### config.mk
export PLATFORM = sky130hd
export DESIGN_NAME = seq_slice_adder_flat
export DESIGN_NICKNAME = d
export VERILOG_FILES = /design/src/rtl/div_pkg.sv /design/src/rtl/seq_slice_adder_if.sv /design/src/rtl/add_slice.sv /design/src/rtl/seq_slice_adder.sv /design/src/flat_wrapper.sv
export SDC_FILE = /design/constraint.sdc
export NUM_CORES = 1
export LEC_CHECK = 0
export CAP_MARGIN = 20
export CORE_MARGIN = 3
export CORE_UTILIZATION = 50
export DETAILED_ROUTE_END_ITERATION = 12
export DONT_BUFFER_PORTS = 1
export SYNTH_ARGS = -nofsm -noshare
export SYNTH_HDL_FRONTEND = slang
export SYNTH_SLANG_ARGS = --single-unit
export TNS_END_PERCENT = 1
### constraint.sdc
create_clock -name clk -period 3.84 [get_ports clk]
set_input_delay 0.768 -clock clk [delete_from_list [all_inputs] [get_ports clk]]
set_output_delay 0.768 -clock clk [all_outputs]
set_load 0.03 [all_outputs]
### src/rtl/div_pkg.sv
// Shared definitions for the divider datapath: FSM state encoding, default
// operand width and a constant-foldable ceil(log2) helper.
package div_pkg;

  typedef enum logic [1:0] {
    IDLE = 2'd0,
    RUN  = 2'd1,
    DONE = 2'd2
  } state_t;

  localparam int DEF_WIDTH = 9;

  function automatic int clog2(input int value);
    int r;
    int v;
    r = 0;
    v = value - 1;
    while (v > 0) begin
      r++;
      v = v >>> 1;
    end
    return r;
  endfunction

endpackage

### src/rtl/seq_slice_adder_if.sv
// Operand/result handshake bundle for seq_slice_adder.
interface seq_slice_adder_if import div_pkg::*; #(
  parameter int WIDTH = DEF_WIDTH
);

  logic             in_valid;
  logic             in_ready;
  logic             sub;
  logic             cin;
  logic [WIDTH-1:0] a;
  logic [WIDTH-1:0] b;
  logic             out_valid;
  logic             out_ready;
  logic [WIDTH-1:0] sum;
  logic             cout;
  logic             ovf;

  modport master (
    output in_valid, sub, cin, a, b, out_ready,
    input  in_ready, out_valid, sum, cout, ovf
  );

  modport slave (
    input  in_valid, sub, cin, a, b, out_ready,
    output in_ready, out_valid, sum, cout, ovf
  );

endinterface

### src/rtl/add_slice.sv
// Combinational SLICE-bit ripple adder; exposes the full carry chain so the
// caller can pick carries at an arbitrary bit inside the slice.
module add_slice #(
  parameter int SLICE = 3
) (
  input  logic [SLICE-1:0] a,
  input  logic [SLICE-1:0] b,
  input  logic             cin,
  output logic [SLICE-1:0] s,
  output logic             cout,
  output logic             c_msb_in,
  output logic [SLICE:0]   cvec
);

  logic [SLICE:0] c;

  always_comb begin
    c    = '0;
    s    = '0;
    c[0] = cin;
    for (int unsigned i = 0; i < SLICE; i++) begin
      s[i]   = a[i] ^ b[i] ^ c[i];
      c[i+1] = (a[i] & b[i]) | (c[i] & (a[i] ^ b[i]));
    end
  end

  assign cvec     = c;
  assign cout     = c[SLICE];
  assign c_msb_in = c[SLICE-1];

endmodule

### src/rtl/seq_slice_adder.sv
// Multi-cycle adder/subtractor: one SLICE-bit segment per cycle with the
// carry registered between segments, behind a valid/ready handshake.
module seq_slice_adder import div_pkg::*; #(
  parameter int WIDTH = DEF_WIDTH,
  parameter int SLICE = 3
) (
  input logic              clk,
  input logic              rst_n,
  seq_slice_adder_if.slave bus
);

  localparam int NSLICE    = (WIDTH + SLICE - 1) / SLICE;
  localparam int LAST_BITS = WIDTH - (NSLICE - 1) * SLICE;
  localparam int KW        = (clog2(NSLICE) > 0) ? clog2(NSLICE) : 1;
  localparam int CW        = clog2(SLICE + 1);
  localparam logic [WIDTH-1:0] SMASK = WIDTH'({SLICE{1'b1}});

  state_t           state_q, state_d;
  logic [KW-1:0]    k_q, k_d;
  logic [WIDTH-1:0] a_q, a_d;
  logic [WIDTH-1:0] b_q, b_d;
  logic [WIDTH-1:0] sum_q, sum_d;
  logic             carry_q, carry_d;
  logic             cout_q, cout_d;
  logic             ovf_q, ovf_d;

  logic [31:0]      base;
  logic [SLICE-1:0] sl_a, sl_b, sl_s;
  logic             sl_co, sl_cmsb;
  logic [SLICE:0]   sl_cvec;
  logic             last;
  logic [CW-1:0]    top_idx;
  logic             msb_co, msb_ci;

  assign base = 32'(k_q) * 32'(SLICE);
  assign sl_a = SLICE'(a_q >> base);
  assign sl_b = SLICE'(b_q >> base);
  assign last = (k_q == KW'(NSLICE - 1));

  add_slice #(.SLICE(SLICE)) u_slice (
    .a        (sl_a),
    .b        (sl_b),
    .cin      (carry_q),
    .s        (sl_s),
    .cout     (sl_co),
    .c_msb_in (sl_cmsb),
    .cvec     (sl_cvec)
  );

  // Flags come from bit WIDTH-1, which on a partial last slice sits below the
  // slice boundary; zero-padded operand bits above it never reach sum_q.
  assign top_idx = last ? CW'(LAST_BITS) : CW'(SLICE);
  assign msb_co  = sl_cvec[top_idx];
  assign msb_ci  = (top_idx == CW'(SLICE)) ? sl_cmsb : sl_cvec[top_idx - 1'b1];

  always_comb begin
    state_d = state_q;
    k_d     = k_q;
    a_d     = a_q;
    b_d     = b_q;
    sum_d   = sum_q;
    carry_d = carry_q;
    cout_d  = cout_q;
    ovf_d   = ovf_q;
    unique case (state_q)
      IDLE: begin
        if (bus.in_valid) begin
          a_d     = bus.a;
          b_d     = bus.sub ? ~bus.b : bus.b;
          carry_d = bus.cin ^ bus.sub;
          k_d     = '0;
          state_d = RUN;
        end
      end
      RUN: begin
        sum_d   = (sum_q & ~(SMASK << base)) | (WIDTH'(sl_s) << base);
        carry_d = sl_co;
        if (last) begin
          cout_d  = msb_co;
          ovf_d   = msb_ci ^ msb_co;
          state_d = DONE;
        end else begin
          k_d = k_q + 1'b1;
        end
      end
      DONE: begin
        if (bus.out_ready) state_d = IDLE;
      end
      default: state_d = IDLE;
    endcase
  end

  always_ff @(posedge clk or negedge rst_n) begin
    if (!rst_n) begin
      state_q <= IDLE;
      k_q     <= '0;
      a_q     <= '0;
      b_q     <= '0;
      sum_q   <= '0;
      carry_q <= 1'b0;
      cout_q  <= 1'b0;
      ovf_q   <= 1'b0;
    end else begin
      state_q <= state_d;
      k_q     <= k_d;
      a_q     <= a_d;
      b_q     <= b_d;
      sum_q   <= sum_d;
      carry_q <= carry_d;
      cout_q  <= cout_d;
      ovf_q   <= ovf_d;
    end
  end

  assign bus.in_ready  = (state_q == IDLE);
  assign bus.out_valid = (state_q == DONE);
  assign bus.sum       = sum_q;
  assign bus.cout      = cout_q;
  assign bus.ovf       = ovf_q;

endmodule

### src/flat_wrapper.sv
// flat-port wrapper written by rule: the top's interface ports become plain ports
module seq_slice_adder_flat import div_pkg::*;
#(
  parameter int WIDTH = DEF_WIDTH,
  parameter int SLICE = 3
)
  (clk, rst_n, bus_in_valid, bus_sub, bus_cin, bus_a, bus_b, bus_out_ready, bus_in_ready, bus_out_valid, bus_sum, bus_cout, bus_ovf);
  seq_slice_adder_if #(.WIDTH(WIDTH)) bus_i ();
  input logic clk;
  input logic rst_n;
  input wire logic [$bits(bus_i.in_valid)-1:0] bus_in_valid;
  input wire logic [$bits(bus_i.sub)-1:0] bus_sub;
  input wire logic [$bits(bus_i.cin)-1:0] bus_cin;
  input wire logic [$bits(bus_i.a)-1:0] bus_a;
  input wire logic [$bits(bus_i.b)-1:0] bus_b;
  input wire logic [$bits(bus_i.out_ready)-1:0] bus_out_ready;
  output wire logic [$bits(bus_i.in_ready)-1:0] bus_in_ready;
  output wire logic [$bits(bus_i.out_valid)-1:0] bus_out_valid;
  output wire logic [$bits(bus_i.sum)-1:0] bus_sum;
  output wire logic [$bits(bus_i.cout)-1:0] bus_cout;
  output wire logic [$bits(bus_i.ovf)-1:0] bus_ovf;
  assign bus_i.in_valid = bus_in_valid;
  assign bus_i.sub = bus_sub;
  assign bus_i.cin = bus_cin;
  assign bus_i.a = bus_a;
  assign bus_i.b = bus_b;
  assign bus_i.out_ready = bus_out_ready;
  assign bus_in_ready = bus_i.in_ready;
  assign bus_out_valid = bus_i.out_valid;
  assign bus_sum = bus_i.sum;
  assign bus_cout = bus_i.cout;
  assign bus_ovf = bus_i.ovf;
  seq_slice_adder #(.WIDTH(WIDTH), .SLICE(SLICE)) u_core (.clk(clk), .rst_n(rst_n), .bus(bus_i));
endmodule
==> key figures, run 1 <==
Synthesis
  • Post-synthesis mux area share: 0.1064
  • Ys async rst share: 1.000
  • Yosys warns: 0
  • Xor/xnor cell area share of the yosys netlist: 0.05937
  • Syn avg cell area: 11.35 sq um
  • Adder-cell share of the synthesized area: 0.06014
  • Sequential element share of the synthesized area: 0.5243
  • Post-synth EDFFs: 0
  • Synth cell count leaders: 34 x dfrtp_1, 15 x nor2_1, 11 x a21oi_1
  • Post-synth top area share: 0.5243
  • Netlist cell types: 24
  • Largest family of logic cells by synthesized area: compound AO/OA/AOI/OAI gates
  • Most frequent cell after synthesis: dfrtp_1
  • Yosys reg bits: 34
  • Synth area leader: dfrtp_1
  • Mapped Area: 0.001623 sq mm
  • Cell count after synthesis: 143
  • Top FF cell, synth: dfrtp_1
  • Syn_nets: 173
  • Post-synthesis compound-gate area fraction: 0.1172
  • Post-synthesis simple-gate area fraction: 0.09098
  • Top post-synthesis cells by area: dfrtp_1 52%, mux2_2 6.9%, xnor2_1 5.4%

Route
  • WL final: 2.862 mm
  • 1st-pass router iterations: 4
  • Post-DR wirelength/cell: 15.39 um
  • Iteration-0 DRC Markers: 61
  • DRT antenna net count: 0
  • Post-route DRC: 0
  • Total number of vias: 1018
  • Vias/cell: 5.473

Setup path
  • Crit path kind: reg2reg
  • Worst Reg-to-Reg Cells: 9
  • Worst reg-to-reg setup slack: 0.89 ns
  • Worst reg2reg startpoint: u_core.k_q[0]
  • Required time of the critical path: 4.07 ns
  • Startpoint Class: flip-flop
  • Critical Path AT: 3.18 ns
  • Worst Path Max Fanout: 12
  • Setup crit end kind: flip-flop
  • Critical R2R Capture: u_core.bus.sum[5]

Floorplan
  • Site Rows: 20
  • Die footprint: 0.003965 sq mm
  • Vert. Die Dim: 62.97 um
  • Core region area: 0.003078 sq mm
  • Top Ports: 37
  • Die Span X: 62.97 um
  • Initial core utilization: 0.5272

Pwr
  • Total power divided by cell area: 1026 mW/mm^2
  • Leak pwr: 0.7279 nW
  • Worst VDD drop: 0.3700 mV

Timing
  • Fin Setup TNS: 0 ns
  • RSZ-0062 raised after global routing: false
  • Max-slew violations: 0
  • Period utilisation layout: 0.7692
  • Fmax: 0.3386 GHz
  • Rel. slew slack: 0.5026
  • Finish-stage setup viols: 0
  • Final hold violation count: 0
  • Min cycle time layout: 2.954 ns
  • Final Skew: 0.01035 ns
  • Slew at the pin closest to its max-slew limit: 0.7446 ns

Layout
  • Non-Filler Instances: 186
  • Fillers: 293
  • Layout area overhead: 4.857%
  • Post-layout nets: 173
  • N_diodes: 0
  • Multi-input logic area: 710.7 sq um
  • Final core utilization: 0.5528
  • Sequential cell area: 850.8 sq um
  • Share of cells above drive strength 1: 0.1268
  • Design Area, Final: 0.001702 sq mm

Global routing
  • Grt ovf: 0
  • Largest net degree at the start of global routing: 35
  • Met2 Use GR: 0.2490
  • Initial antenna violation count: 0
  • GR peak layer: met2
  • Met3 Use GR: 0.07734
  • First-pass GRT wire length: 4.774 mm
  • Vias in the first global route: 1039
  • Met1 Usage GRT: 0.1828
  • Total GRT Usage: 0.1591

Place
  • Port bufs: 0
  • Placer Congestion: 0.8640
  • Placed Instances: 180
  • Hpwl dp: 2.135 mm
  • Area after DPL: 0.001650 sq mm

CTS
  • Clock-pin slew on the worst setup and hold paths: 0.10 ns
  • Num CTS Buffers: 5
  • CTS root buffer: clkbuf_4
  • Clock sinks: 34
  • CTS H-Tree Depth: 2
  • CTS tree: built
  • Clock latency on the worst-skew pair: 0.34 ns
  • Quantity of gates resized following cts: 0
  • Post-CTS setup buffers: 0
  • Clk buf depth: 2
  • CTS Hold Bufs: 0

Min path
  • HP Class: in2async

Run status
  • Status: finished clean

Flow run
  • Maximum capacitance violations: 0
## cells by family (layout without fill, tap and decap cells)
logic type      after synthesis  after routing
simple gates                 32             32
flops                        34             34
xor+xnor                     11             11
buf+inv                      15             14
compound gates               29             29
mux                          16             16
fa+ha+maj                     6              6
## sequential cells by signal (all words and copies together), names as in the netlist
name             flops
u_core.bus.sum       9
u_core.carry_q       1
u_core.bus.ovf       1
u_core.k_q           2
u_core.bus.cout      1
u_core.state_q       2
u_core.a_q           9
u_core.b_q           9
## area by class of cell
cell class | instances | share of cell area
Tap cell | 44 | 0.03235
Inverter | 7 | 0.01544
Timing Repair Buffer | 1 | 0.004412
Multi-Input combinational cell | 94 | 0.4176
Sequential cell | 34 | 0.5000
Clock buffer | 6 | 0.03015
## how the worst max path moves through the flow
stage / startpoint / endpoint / slack [ns] / cells after the start
5_1_grt: u_core.k_q[1] / u_core.bus.sum[2] / 0.71 / 9
4_1_cts: u_core.k_q[1] / u_core.bus.sum[5] / 0.86 / 9
6_report: u_core.k_q[0] / u_core.bus.sum[5] / 0.89 / 9
2_1_floorplan: u_core.k_q[1] / u_core.bus.sum[2] / 1.40 / 11
3_3_place_gp: u_core.k_q[1] / u_core.bus.sum[8] / 1.13 / 9
3_5_place_dp: u_core.k_q[1] / u_core.bus.sum[5] / 0.89 / 9
## critical path: stages, from the launching register on
cell and delay (ns):
dfrtp_1 0.55, nor2b_1 0.54, nand2_1 0.13, o21ai_0 0.14
fa_1 0.22, inv_1 0.05, fa_1 0.39, inv_1 0.09
fa_1 0.46, a32o_1 0.25
## metrics by stage
step                      hold slack (ns)  power [mW]  worst slack (ns)
final                              0.1072       1.745            0.8863
after global routing              0.07691       1.903            0.7148
after CTS                         0.09664       1.769            0.8643
after detailed placement           0.4734       1.577            0.8904
after global placement             0.4735       1.542             1.125
after floorplan                    0.4724       1.401             1.405
## routing by layer
layer,vias up,part of all wire
li1,486,-
met3,9,0.067
met2,33,0.48
met5,-,0
met1,490,0.43
met4,0,0.022
## power by group
| group | internal [mW] | switching (mW) |
|---|---|---|
| Clock | 0.0824 | 0.109 |
| Combinational | 0.356 | 0.414 |
| Sequential | 0.536 | 0.248 |
## layout by cell type (no fill, tap or decap)
| cell | count |
|---|---|
| dfrtp_1 | 34 |
| nor2_1 | 15 |
| a21oi_1 | 11 |
| xnor2_1 | 10 |
| mux2_2 | 10 |
| nand2_1 | 9 |
| o21ai_0 | 8 |
| inv_1 | 7 |
| mux2i_1 | 6 |
| a32o_1 | 6 |
| clkbuf_4 | 5 |
| nor2b_1 | 3 |
| a22o_1 | 3 |
| fa_1 | 3 |
| ha_1 | 3 |
| nand2b_1 | 1 |
| nor3b_4 | 1 |
| nand3b_1 | 1 |
| nor3_1 | 1 |
| a221oi_1 | 1 |
| nor3b_1 | 1 |
| xor2_1 | 1 |
| clkbuf_8 | 1 |
| buf_4 | 1 |
(Power assumes the default switching activity.)
==> run 2: changes to the inputs <==
Settings changed: PLACE_DENSITY set to 0.68.
Clock period 3.84 ns to 2.56 ns, I/O delays scaled along.
==> run 2 against run 1 <==
Against the previous run: design area is 4.1% higher; non-clock buffer count is 7 higher; clock-buffer cell count stayed put; maximum frequency is 23% higher; highest routed layer unchanged.
==> key figures, run 2 (synthesized netlist as in run 1, its figures left out) <==
Run status
  • Status: finished clean

Global routing
  • GR peak layer: met2
  • Total GRT Usage: 0.1683
  • Met1 Usage GRT: 0.2052
  • Met3 Use GR: 0.06295
  • Initial antenna violation count: 0
  • Met2 Use GR: 0.2767
  • First-pass GRT wire length: 5.119 mm
  • Vias in the first global route: 1085
  • Largest net degree at the start of global routing: 35
  • Grt ovf: 0

Timing
  • Fmax: 0.4166 GHz
  • Fin Setup TNS: 0 ns
  • Period utilisation layout: 0.9377
  • Min cycle time layout: 2.401 ns
  • Finish-stage setup viols: 0
  • Rel. slew slack: 0.4813
  • Max-slew violations: 0
  • Slew at the pin closest to its max-slew limit: 0.7772 ns
  • Final Skew: 0.005629 ns
  • RSZ-0062 raised after global routing: false
  • Final hold violation count: 0
  • Final setup margin: 0.1594 ns

Pwr
  • Total power: 2.688 mW
  • Leak pwr: 0.7676 nW
  • Total power divided by cell area: 1517 mW/mm^2
  • Worst VDD drop: 0.6207 mV

Flow run
  • Maximum capacitance violations: 0

Route
  • Total number of vias: 1019
  • DRT antenna net count: 0
  • Post-route DRC: 0
  • Vias/cell: 5.280
  • Post-DR wirelength/cell: 15.44 um
  • WL final: 2.979 mm
  • 1st-pass router iterations: 4
  • Iteration-0 DRC Markers: 32

Setup path
  • Slowest stage delay, CP: 0.46 ns
  • Most common cell on crit path: fa_1
  • Worst reg-to-reg setup slack: 0.16 ns
  • Worst Path Max Fanout: 5
  • Crit-path slowest cell: dfrtp_1
  • Worst reg2reg startpoint: u_core.k_q[1]
  • End of the critical path: u_core.bus.sum[5]
  • Required time of the critical path: 2.77 ns
  • Setup crit end kind: flip-flop
  • Worst Reg-to-Reg Cells: 9
  • CP cell instances: nor2b_2, nand2_1, o21ai_0, fa_1, inv_1, fa_1, inv_1, fa_1, a32o_1
  • Startpoint Class: flip-flop
  • Critical Path AT: 2.61 ns
  • CP startpoint: u_core.k_q[1]
  • Critical R2R Capture: u_core.bus.sum[5]
  • Crit path kind: reg2reg

Layout
  • Layout area overhead: 9.175%
  • Share of cells above drive strength 1: 0.1678
  • Non-Filler Instances: 193
  • Most frequent cells in the layout: 34 x dfrtp_1, 15 x nor2_1, 11 x a21oi_1, 10 x xnor2_1, 10 x mux2_2
  • Post-layout nets: 180
  • N_diodes: 0
  • Commonest non-fill, non-tap cell in the layout: dfrtp_1
  • Fillers: 284

Place
  • Hpwl dp: 2.272 mm
  • Port bufs: 0
  • Pre-CTS setup slack: 0.1206 ns
  • Placed Instances: 185
  • Placer Congestion: 0.9047

CTS
  • CTS root buffer: clkbuf_4
  • Clock latency on the worst-skew pair: 0.32 ns
  • Num CTS Buffers: 5
  • CTS tree: built
  • Clock sinks: 34
  • CTS H-Tree Depth: 2
  • Clk buf depth: 2
  • Clock-pin slew on the worst setup and hold paths: 0.10 ns
  • Post-CTS setup buffers: 0

Floorplan
  • Initial core utilization: 0.5272
  • Die footprint: 0.003965 sq mm
  • Site Rows: 20
  • Top Ports: 37
  • Core region area: 0.003078 sq mm
  • Vert. Die Dim: 62.97 um
  • Die Span X: 62.97 um

Min path
  • Hold depth: 1
  • HP Class: in2reg
## run 2: worst min path at each step
stage / to / from
2_1_floorplan: u_core.a_q[0] / rst_n
3_3_place_gp: u_core.bus.sum[1] / rst_n
3_5_place_dp: u_core.bus.sum[4] / rst_n
4_1_cts: u_core.state_q[1] / bus_out_ready
5_1_grt: u_core.state_q[1] / bus_out_ready
6_report: u_core.state_q[1] / bus_out_ready
## run 2: worst max-delay path, delay by kind of cell (launching register included)
| family | cells | cell delay (ns) |
|---|---|---|
| flip-flops | 1 | 0.46 |
| AND/OR/NAND/NOR | 2 | 0.27 |
| AO/OA/AOI/OAI | 2 | 0.35 |
| adder cells (fa/ha/maj) | 3 | 1.07 |
| buffers and inverters | 2 | 0.14 |
## run 2: repair_timing
action                                 in CTS  in global routing
endpoints found under the hold margin      34                  0
setup endpoints to repair                   0                  3
gates resized for setup                     0                  1
hold buffers                                2                  0
## run 2: layout make-up
class | count | area [sq um] | area share
Inverter | 7 | 26.28 | 0.01483
Timing Repair Buffer | 8 | 75.07 | 0.04237
Sequential cell | 34 | 850.8 | 0.4802
Multi-Input combinational cell | 94 | 713.2 | 0.4025
Tap cell | 44 | 55.05 | 0.03107
Clock buffer | 6 | 51.30 | 0.02895
## run 2: per-layer routing
layer,part of all wire,routed length (um)
met1,0.45,1328
met2,0.49,1455
met3,0.058,173
met4,0.0070,21
met5,0,0
## run 2: where the power goes
group	leakage, nW	total [mW]	internal, mW	switching (mW)
combinational	0.334	1.25	0.587	0.663
clock	0.0302	0.283	0.124	0.159
sequential	0.404	1.16	0.804	0.351
total	0.768	2.69	1.52	1.17
## run 2: per-stage QoR
stage / hold slack (ns) / area, sq um / util
global placement: 0.2174 / 1688 / 0.5484
global route: 0.2763 / 1772 / 0.5756
CTS: 0.2642 / 1769 / 0.5748
finish: 0.2800 / 1772 / 0.5756
detailed placement: 0.2172 / 1688 / 0.5484
floorplan: 0.2164 / 1623 / -
